<file path="config.mk">
export PLATFORM = sky130hd
export DESIGN_NAME = msrh_ic_l2_arbiter
export DESIGN_NICKNAME = d
export VERILOG_FILES = /design/src/rtl/msrh_lsu_pkg.sv /design/src/rtl/msrh_ic_l2_tag_table.sv /design/src/rtl/msrh_ic_l2_arbiter.sv
export SDC_FILE = /design/constraint.sdc
export NUM_CORES = 2
export LEC_CHECK = 0
export ABC_AREA = 1
export CAP_MARGIN = 20
export CORE_AREA = 8 8 408 410
export DETAILED_ROUTE_END_ITERATION = 8
export DIE_AREA = 0 0 416 418
export HOLD_SLACK_MARGIN = 0.1
export SYNTH_ARGS = -nofsm -noshare
export SYNTH_HDL_FRONTEND = slang
export SYNTH_HIERARCHICAL = 1
export SYNTH_SLANG_ARGS = --single-unit
</file>
<file path="constraint.sdc">
create_clock -name i_clk -period 5.2 [get_ports i_clk]
set_input_delay 1.04 -clock i_clk [delete_from_list [all_inputs] [get_ports i_clk]]
set_output_delay 1.04 -clock i_clk [all_outputs]
set_load 0.02 [all_outputs]
</file>
<file path="src/rtl/msrh_lsu_pkg.sv">
// rtl/msrh_lsu_pkg.sv - shared types for the I-side L2 request arbiter
//
// Purpose: owner/state enums, the tag table entry record and the line
// alignment helper used by msrh_ic_l2_arbiter and msrh_ic_l2_tag_table.
// Ports: none (package).
package msrh_lsu_pkg;

  // Entry address width; the arbiter's PADDR_W must match it.
  localparam int IC_L2_PADDR_W = 56;

  typedef enum logic {
    OWNER_DMD = 1'b0,
    OWNER_PF  = 1'b1
  } ic_l2_owner_t;

  typedef enum logic {
    IDLE = 1'b0,
    REQ  = 1'b1
  } ic_l2_arb_state_t;

  typedef struct packed {
    logic                     valid;
    ic_l2_owner_t             owner;
    logic [IC_L2_PADDR_W-1:0] paddr;
    logic                     killed;
  } ic_l2_entry_t;

  // Clear the byte-in-line offset bits.
  function automatic logic [IC_L2_PADDR_W-1:0] ic_l2_line_align(
    input logic [IC_L2_PADDR_W-1:0] paddr,
    input int                       off_w
  );
    return paddr & ~((IC_L2_PADDR_W'(1) << off_w) - IC_L2_PADDR_W'(1));
  endfunction

endpackage

</file>
<file path="src/rtl/msrh_ic_l2_tag_table.sv">
// rtl/msrh_ic_l2_tag_table.sv - in-flight L2 line request table
//
// Purpose: holds one entry per outstanding L2 line request, indexed by tag.
// Ports:
//   i_alloc_*      write a new entry into the lowest free slot
//   o_free_*       lowest free slot (valid + tag)
//   i_match_paddr  line address compared against live prefetch entries
//   o_match_hit    a valid, non-killed PF entry matches and is not being freed
//   i_merge_valid  hand the matched PF entry over to the demand side
//   i_flush_valid  mark every valid PF entry killed
//   i_resp_*       response tag; frees the entry, o_resp_entry is its content
//   o_any_valid    at least one entry in flight
module msrh_ic_l2_tag_table
  import msrh_lsu_pkg::*;
#(
  parameter int MAX_OUTSTANDING = 4,
  parameter int TAG_W           = 4
) (
  input  logic                     i_clk,
  input  logic                     i_reset_n,
  input  logic                     i_alloc_valid,
  input  ic_l2_owner_t             i_alloc_owner,
  input  logic [IC_L2_PADDR_W-1:0] i_alloc_paddr,
  output logic                     o_free_valid,
  output logic [TAG_W-1:0]         o_free_tag,
  input  logic [IC_L2_PADDR_W-1:0] i_match_paddr,
  output logic                     o_match_hit,
  input  logic                     i_merge_valid,
  input  logic                     i_flush_valid,
  input  logic                     i_resp_valid,
  input  logic [TAG_W-1:0]         i_resp_tag,
  output ic_l2_entry_t             o_resp_entry,
  output logic                     o_any_valid
);

  ic_l2_entry_t               r_entries [MAX_OUTSTANDING];
  logic [MAX_OUTSTANDING-1:0] w_resp_hit;
  logic [MAX_OUTSTANDING-1:0] w_match;
  logic [MAX_OUTSTANDING-1:0] w_merge;
  logic [MAX_OUTSTANDING-1:0] w_alloc_sel;

  always_comb begin
    o_free_valid = 1'b0;
    o_free_tag   = '0;
    o_any_valid  = 1'b0;
    o_resp_entry = '0;
    w_resp_hit   = '0;
    w_match      = '0;
    // Walk downwards so the lowest free index is the last one written.
    for (int i = MAX_OUTSTANDING - 1; i >= 0; i--) begin
      if (!r_entries[i].valid) begin
        o_free_valid = 1'b1;
        o_free_tag   = TAG_W'(i);
      end
      if (r_entries[i].valid) o_any_valid = 1'b1;
      w_resp_hit[i] = i_resp_valid && (i_resp_tag == TAG_W'(i));
      if (w_resp_hit[i]) o_resp_entry = r_entries[i];
      // An entry whose response lands this cycle is already gone; merging
      // into it would lose the demand.
      w_match[i] = r_entries[i].valid && (r_entries[i].owner == OWNER_PF) &&
                   !r_entries[i].killed && (r_entries[i].paddr == i_match_paddr) &&
                   !w_resp_hit[i];
    end
  end

  always_comb begin
    w_alloc_sel = '0;
    for (int i = 0; i < MAX_OUTSTANDING; i++) begin
      w_alloc_sel[i] = i_alloc_valid && o_free_valid && (o_free_tag == TAG_W'(i));
    end
  end

  // Duplicate prefetches of one line may coexist; only the lowest takes the merge.
  assign w_merge     = {MAX_OUTSTANDING{i_merge_valid}} &
                       w_match & (~w_match + MAX_OUTSTANDING'(1));
  assign o_match_hit = |w_match;

  always_ff @(posedge i_clk or negedge i_reset_n) begin
    if (!i_reset_n) begin
      for (int i = 0; i < MAX_OUTSTANDING; i++) r_entries[i] <= '0;
    end else begin
      for (int i = 0; i < MAX_OUTSTANDING; i++) begin
        // Allocation only targets free slots, so a stray response to the same
        // (invalid) slot must not cancel it.
        if (w_alloc_sel[i]) begin
          r_entries[i].valid  <= 1'b1;
          r_entries[i].owner  <= i_alloc_owner;
          r_entries[i].paddr  <= i_alloc_paddr;
          r_entries[i].killed <= 1'b0;
        end else if (w_resp_hit[i]) begin
          r_entries[i] <= '0;
        end else if (w_merge[i]) begin
          r_entries[i].owner <= OWNER_DMD;
        end else if (i_flush_valid && r_entries[i].valid &&
                     (r_entries[i].owner == OWNER_PF)) begin
          r_entries[i].killed <= 1'b1;
        end
      end
    end
  end

endmodule

</file>
<file path="src/rtl/msrh_ic_l2_arbiter.sv">
// rtl/msrh_ic_l2_arbiter.sv - demand/prefetch arbiter for the I-side L2 port
//
// Purpose: arbitrates I-cache demand misses against next-line prefetches onto
// one L2 request channel, tracks in-flight lines by tag, merges demands into
// matching prefetches, and routes responses back to their owner.
// Ports:
//   i_clk, i_reset_n              clock, async active-low reset
//   i_flush_valid                 frontend flush; kills in-flight prefetches
//   i_dmd_* / o_dmd_ready         demand miss request
//   i_pf_*  / o_pf_ready          prefetch request
//   o_l2_req_* / i_l2_req_ready   registered L2 request
//   i_l2_resp_*                   L2 response (tag, data)
//   o_dmd_resp_*, o_pf_resp_*     registered one-cycle fill pulses
//   o_busy                        entries in flight or request pending
module msrh_ic_l2_arbiter
  import msrh_lsu_pkg::*;
#(
  parameter int PADDR_W         = IC_L2_PADDR_W,
  parameter int DATA_W          = 256,
  parameter int TAG_W           = 4,
  parameter int MAX_OUTSTANDING = 4,
  parameter int STARVE_LIMIT    = 8
) (
  input  logic               i_clk,
  input  logic               i_reset_n,
  input  logic               i_flush_valid,
  input  logic               i_dmd_valid,
  output logic               o_dmd_ready,
  input  logic [PADDR_W-1:0] i_dmd_paddr,
  input  logic               i_pf_valid,
  output logic               o_pf_ready,
  input  logic [PADDR_W-1:0] i_pf_paddr,
  output logic               o_l2_req_valid,
  input  logic               i_l2_req_ready,
  output logic [PADDR_W-1:0] o_l2_req_paddr,
  output logic [TAG_W-1:0]   o_l2_req_tag,
  input  logic               i_l2_resp_valid,
  input  logic [TAG_W-1:0]   i_l2_resp_tag,
  input  logic [DATA_W-1:0]  i_l2_resp_data,
  output logic               o_dmd_resp_valid,
  output logic [PADDR_W-1:0] o_dmd_resp_paddr,
  output logic [DATA_W-1:0]  o_dmd_resp_data,
  output logic               o_pf_resp_valid,
  output logic [PADDR_W-1:0] o_pf_resp_paddr,
  output logic [DATA_W-1:0]  o_pf_resp_data,
  output logic               o_busy
);

  localparam int OFF_W    = $clog2(DATA_W / 8);
  localparam int STARVE_W = $clog2(STARVE_LIMIT + 1);

  ic_l2_arb_state_t    r_state;
  logic [STARVE_W-1:0] r_starve;
  logic [PADDR_W-1:0]  w_dmd_line;
  logic [PADDR_W-1:0]  w_pf_line;
  logic                w_free_valid;
  logic [TAG_W-1:0]    w_free_tag;
  logic                w_match_hit;
  logic                w_any_valid;
  ic_l2_entry_t        w_resp_entry;
  logic                w_grant_ok;
  logic                w_pf_pending;
  logic                w_pf_force;
  logic                w_dmd_merge;
  logic                w_issue;
  logic                w_resp_live;

  assign w_dmd_line = ic_l2_line_align(i_dmd_paddr, OFF_W);
  assign w_pf_line  = ic_l2_line_align(i_pf_paddr, OFF_W);

  // The output register can take a new request when empty or draining now.
  assign w_grant_ok   = ((r_state == IDLE) || i_l2_req_ready) && w_free_valid;
  assign w_pf_pending = i_pf_valid && !i_flush_valid;
  assign w_pf_force   = w_pf_pending && (r_starve == STARVE_W'(STARVE_LIMIT));

  // A starved prefetch that can actually be granted blocks the demand, merge
  // included, so the two readies stay mutually exclusive.
  assign o_dmd_ready = i_dmd_valid && !(w_pf_force && w_grant_ok) &&
                       (w_match_hit || w_grant_ok);
  assign o_pf_ready  = w_pf_pending && w_grant_ok && (w_pf_force || !i_dmd_valid);
  assign w_dmd_merge = o_dmd_ready && w_match_hit;
  assign w_issue     = o_pf_ready || (o_dmd_ready && !w_match_hit);

  msrh_ic_l2_tag_table #(
    .MAX_OUTSTANDING (MAX_OUTSTANDING),
    .TAG_W           (TAG_W)
  ) u_tag_table (
    .i_clk         (i_clk),
    .i_reset_n     (i_reset_n),
    .i_alloc_valid (w_issue),
    .i_alloc_owner (o_pf_ready ? OWNER_PF : OWNER_DMD),
    .i_alloc_paddr (o_pf_ready ? w_pf_line : w_dmd_line),
    .o_free_valid  (w_free_valid),
    .o_free_tag    (w_free_tag),
    .i_match_paddr (w_dmd_line),
    .o_match_hit   (w_match_hit),
    .i_merge_valid (w_dmd_merge),
    .i_flush_valid (i_flush_valid),
    .i_resp_valid  (i_l2_resp_valid),
    .i_resp_tag    (i_l2_resp_tag),
    .o_resp_entry  (w_resp_entry),
    .o_any_valid   (w_any_valid)
  );

  assign o_l2_req_valid = (r_state == REQ);
  assign o_busy         = w_any_valid || (r_state == REQ);

  always_ff @(posedge i_clk or negedge i_reset_n) begin
    if (!i_reset_n) begin
      r_state        <= IDLE;
      o_l2_req_paddr <= '0;
      o_l2_req_tag   <= '0;
    end else if (w_issue) begin
      r_state        <= REQ;
      o_l2_req_paddr <= o_pf_ready ? w_pf_line : w_dmd_line;
      o_l2_req_tag   <= w_free_tag;
    end else if (i_l2_req_ready) begin
      r_state <= IDLE;
    end
  end

  always_ff @(posedge i_clk or negedge i_reset_n) begin
    if (!i_reset_n) begin
      r_starve <= '0;
    end else if (o_pf_ready) begin
      r_starve <= '0;
    end else if (i_pf_valid && (r_starve != STARVE_W'(STARVE_LIMIT))) begin
      r_starve <= r_starve + STARVE_W'(1);
    end
  end

  // Killed or unknown-tag responses are swallowed; a PF response racing a
  // flush is dropped even though its kill mark is not yet visible.
  assign w_resp_live = i_l2_resp_valid && w_resp_entry.valid && !w_resp_entry.killed;

  always_ff @(posedge i_clk or negedge i_reset_n) begin
    if (!i_reset_n) begin
      o_dmd_resp_valid <= 1'b0;
      o_dmd_resp_paddr <= '0;
      o_dmd_resp_data  <= '0;
      o_pf_resp_valid  <= 1'b0;
      o_pf_resp_paddr  <= '0;
      o_pf_resp_data   <= '0;
    end else begin
      o_dmd_resp_valid <= w_resp_live && (w_resp_entry.owner == OWNER_DMD);
      o_pf_resp_valid  <= w_resp_live && (w_resp_entry.owner == OWNER_PF) && !i_flush_valid;
      if (w_resp_live && (w_resp_entry.owner == OWNER_DMD)) begin
        o_dmd_resp_paddr <= w_resp_entry.paddr;
        o_dmd_resp_data  <= i_l2_resp_data;
      end
      if (w_resp_live && (w_resp_entry.owner == OWNER_PF)) begin
        o_pf_resp_paddr <= w_resp_entry.paddr;
        o_pf_resp_data  <= i_l2_resp_data;
      end
    end
  end

`ifdef SIMULATION
  always_ff @(posedge i_clk) begin
    if (i_reset_n && i_l2_resp_valid && !w_resp_entry.valid)
      $fatal(1, "msrh_ic_l2_arbiter: response to invalid tag %0d", i_l2_resp_tag);
  end
`endif

endmodule

</file>
==> metrics.csv <==
stage,metric,value,unit
clocking,cts-resized-gates,0,
min_path,min_path_type,in -> async,
floorplan,die_w,416,um
power,swShare,38.7,%
power,switchingPower,11.5,mW
setup_path,rr_startpoint,u_tag_table/r_entries[208]$_DFFE_PN0N_,
timing,final.setup.worst_slack,358,ps
synthesis,netlist_area,39600,um^2
drt,vias,37100,
finish,final_cell_mix,"nand2_1, clkdlybuf4s50_1, dfrtp_1",
finish,layout.nets,6106,
setup_path,path_max_fanout,3,
setup_path,r2r_cells,19,
timing,worst_pin_slew,1080,ps
floorplan,core,160000,um^2
synthesis,synth_edf_count,0,
timing,rsz0062_at_grt,false,
global_routing,antenna_found_initial,22,
place,place_ws,54.4,ps
finish,fin_cells,7905,
global_routing,met1_usage,26.9,%
global_routing,busiest_layer,met2,
finish,drive_above_1_share,7.18,%
clocking,cts_buffer_depth,3,
synthesis,yosysWarnings,6,
finish,layout_commonest_cell,nand2_1,
place,place.port_buffers,1053,
drt,drtPass1Iterations,8,
clocking,clock-sinks,922,
timing,max_freq,207,MHz
synthesis,yosys_most_used_dff,dfrtp_1,
drt,vias_per_cell,4.69,
power,p_per_area,524,nW/um^2
clocking,cts_tree,yes,
timing,slew_headroom,27.1,%
synthesis,yosys_register_bits,922,
synthesis,yosysUniqueCellTypes,36,
power,max-vdd-ir-drop,0.412,mV
synthesis,syn_inst,4639,
clocking,clk_latency,740,ps
flow_run,cap_violations,0,
clocking,clockRootBuffer,clkbuf_16,
clocking,numCtsBuffers,108,
drt,wl_per_cell,24.6,um
setup_path,criticalPathCategory,in -> out,
timing,min_period,4840,ps
clocking,cts_hold_buf,0,
setup_path,r2r_slack,1610,ps
timing,fin_setup_tns,0,ps
global_routing,grt_max_degree,115,
synthesis,async_reset_ff_share,100,%
power,leakage,26.6,nW
global_routing,grt_usage,21.3,%
floorplan,num_io_pins,1069,
place,place_area,53200,um^2
setup_path,crit_arrival,3800,ps
global_routing,grt_pass1_vias,35900,
timing,final_hold_viol_count,0,
floorplan,dieHeight,418,um
timing,holdWs,338,ps
timing,setup-violations-final,0,
drt,drt-total-wl,195000,um
clocking,clk_pin_slew_worst_paths,60,ps
place,gp_congestion,0.960,
floorplan,core.rowCount,147,
drt,ant_nets,0,
global_routing,overflow,0,
setup_path,crit_path_end_kind,output pin,
finish,fillers,16400,
setup_path,startpoint_type,primary input,
power,p_seq_share,36.1,%
global_routing,grt_pass1_wl,273000,um
synthesis,avgSynthCellArea,8.54,um^2
finish,final_area,56900,um^2
timing,fin_crit_sh,93.1,%
place,placed_cells,7700,
power,p_int,18.3,mW
power,p_comb_share,37.4,%
floorplan,dieArea,174000,um^2
clocking,post-cts-setup-buffers,0,
setup_path,r2r_end,u_tag_table/r_entries[63]$_DFFE_PN0N_,
timing,drv_slew,0,
floorplan,start_util,24.8,%
synthesis,synthTopCellsByArea,"dfrtp_1, nand2_1, o21ai_0, inv_1, o22ai_1",
timing,final.setup_skew,66.9,ps
synthesis,yosysTopAreaCellShare,58.2,%
synthesis,yosys.area.top_type,dfrtp_1,
global_routing,grtUsageMet3,5.21,%
global_routing,grtUsageMet2,35.4,%
clocking,h-tree-depth,3,
drt,drt_iter0_markers,3539,
place,dp_hpwl,150000,um
drt,drc_errors,0,
power,pwr-share-clk,26.5,%
finish,syn2layout_area_growth,43.6,%
synthesis,ys_seq_area_share,58.2,%
outcome,status,completed,
setup_path,cp.required,4160,ps
==> how the worst max path moves through the flow <==
stage	from	slack, ps	cells past startpoint	endpoint
after global placement	i_dmd_paddr[53]	6	17	o_dmd_ready
final	i_dmd_paddr[39]	360	17	o_dmd_ready
after CTS	i_dmd_paddr[53]	20	17	o_dmd_ready
after global routing	i_dmd_paddr[49]	260	17	o_dmd_ready
after detailed placement	i_dmd_paddr[53]	50	17	o_dmd_ready
after floorplan	i_dmd_paddr[28]	1660	14	o_dmd_ready
==> cell families (layout without fill, tap and decap cells) <==
| kind of cell | Yosys count | in the layout | share of synthesized area (%) |
|---|---|---|---|
| AND/OR/NAND/NOR | 1617 | 1617 | 16.1 |
| XOR/XNOR | 46 | 46 | 1.02 |
| flip-flops | 922 | 922 | 58.2 |
| AO/OA/AOI/OAI | 1122 | 1122 | 15.2 |
| adder cells (fa/ha/maj) | 3 | 3 | 0.0947 |
| buffers and inverters | 927 | 2064 | 9.39 |
| other | 2 | 45 | 0.0190 |
==> state kept, by name, summed over array words and instances (netlist names) <==
register,cells
o_l2_req_valid,1
u_tag_table/r_entries,236
o_dmd_resp_valid,1
o_dmd_resp_paddr,56
o_dmd_resp_data,256
o_pf_resp_paddr,56
o_pf_resp_data,256
o_l2_req_paddr,51
r_starve,4
o_l2_req_tag,4
o_pf_resp_valid,1
==> metal layers <==
layer  share of wire, %  vias up
met5              0.017        -
li1                   -    17000
met3                8.6      288
met1                 40    18100
met4                3.8        4
met2                 48     1760
==> cell usage after synthesis, types with 29 or more instances <==
| cell | instances |
|---|---|
| nand2_1 | 1281 |
| o21ai_1 | 33 |
| clkbuf_1 | 123 |
| nor2_1 | 146 |
| a21oi_1 | 65 |
| inv_1 | 614 |
| o22ai_1 | 260 |
| nand3_1 | 147 |
| xnor2_1 | 29 |
| dfrtp_1 | 922 |
| o21ai_0 | 751 |
| buf_2 | 96 |
| inv_2 | 57 |
==> power by group through the flow <==
stage          clock, mW  combinational (mW)  sequential [mW]
3_5_place_dp           0                11.1             10.8
4_1_cts             8.09                11.1             10.7
3_3_place_gp           0                11.0             10.7
6_report            7.89                11.1             10.8
2_1_floorplan          0                3.74             12.2
5_1_grt             8.38                11.9             11.0
==> worst max-delay path: stages <==
cell             delay [ps]
clkdlybuf4s50_1         620
inv_2                    60
nand2_1                 160
nand2_1                 120
nor2_1                  100
nand2_1                  60
nor2_1                  190
nand2_1                 190
nor2_2                  150
nand2_2                  70
ha_1                    210
nand3_1                 190
inv_1                    80
a21oi_1                 130
o21ai_0                 130
inv_1                    70
dlymetal6s2s_1          220
==> area by class of cell <==
type                       count  area, um^2  area share [%]
inverter                     672        2520            4.43
tap                         2086        2610            4.59
timing repair buffer        1196       12000            21.1
sequential                   922       23100            40.5
clock inverter                46         601            1.06
multi-input combinational   2824       13000            22.9
clock buffer                 150        3080            5.41
antenna                        9        22.5          0.0396
==> metrics by stage <==
| stage | total power [mW] | util (%) |
|---|---|---|
| 2_1_floorplan | 15.9 | - |
| 3_3_place_gp | 21.7 | 33.3 |
| 3_5_place_dp | 21.9 | 33.3 |
| 4_1_cts | 30.0 | 35.6 |
| 5_1_grt | 31.2 | 35.6 |
| 6_report | 29.8 | 35.6 |
Note: power is estimated with default switching activity, not from simulation.
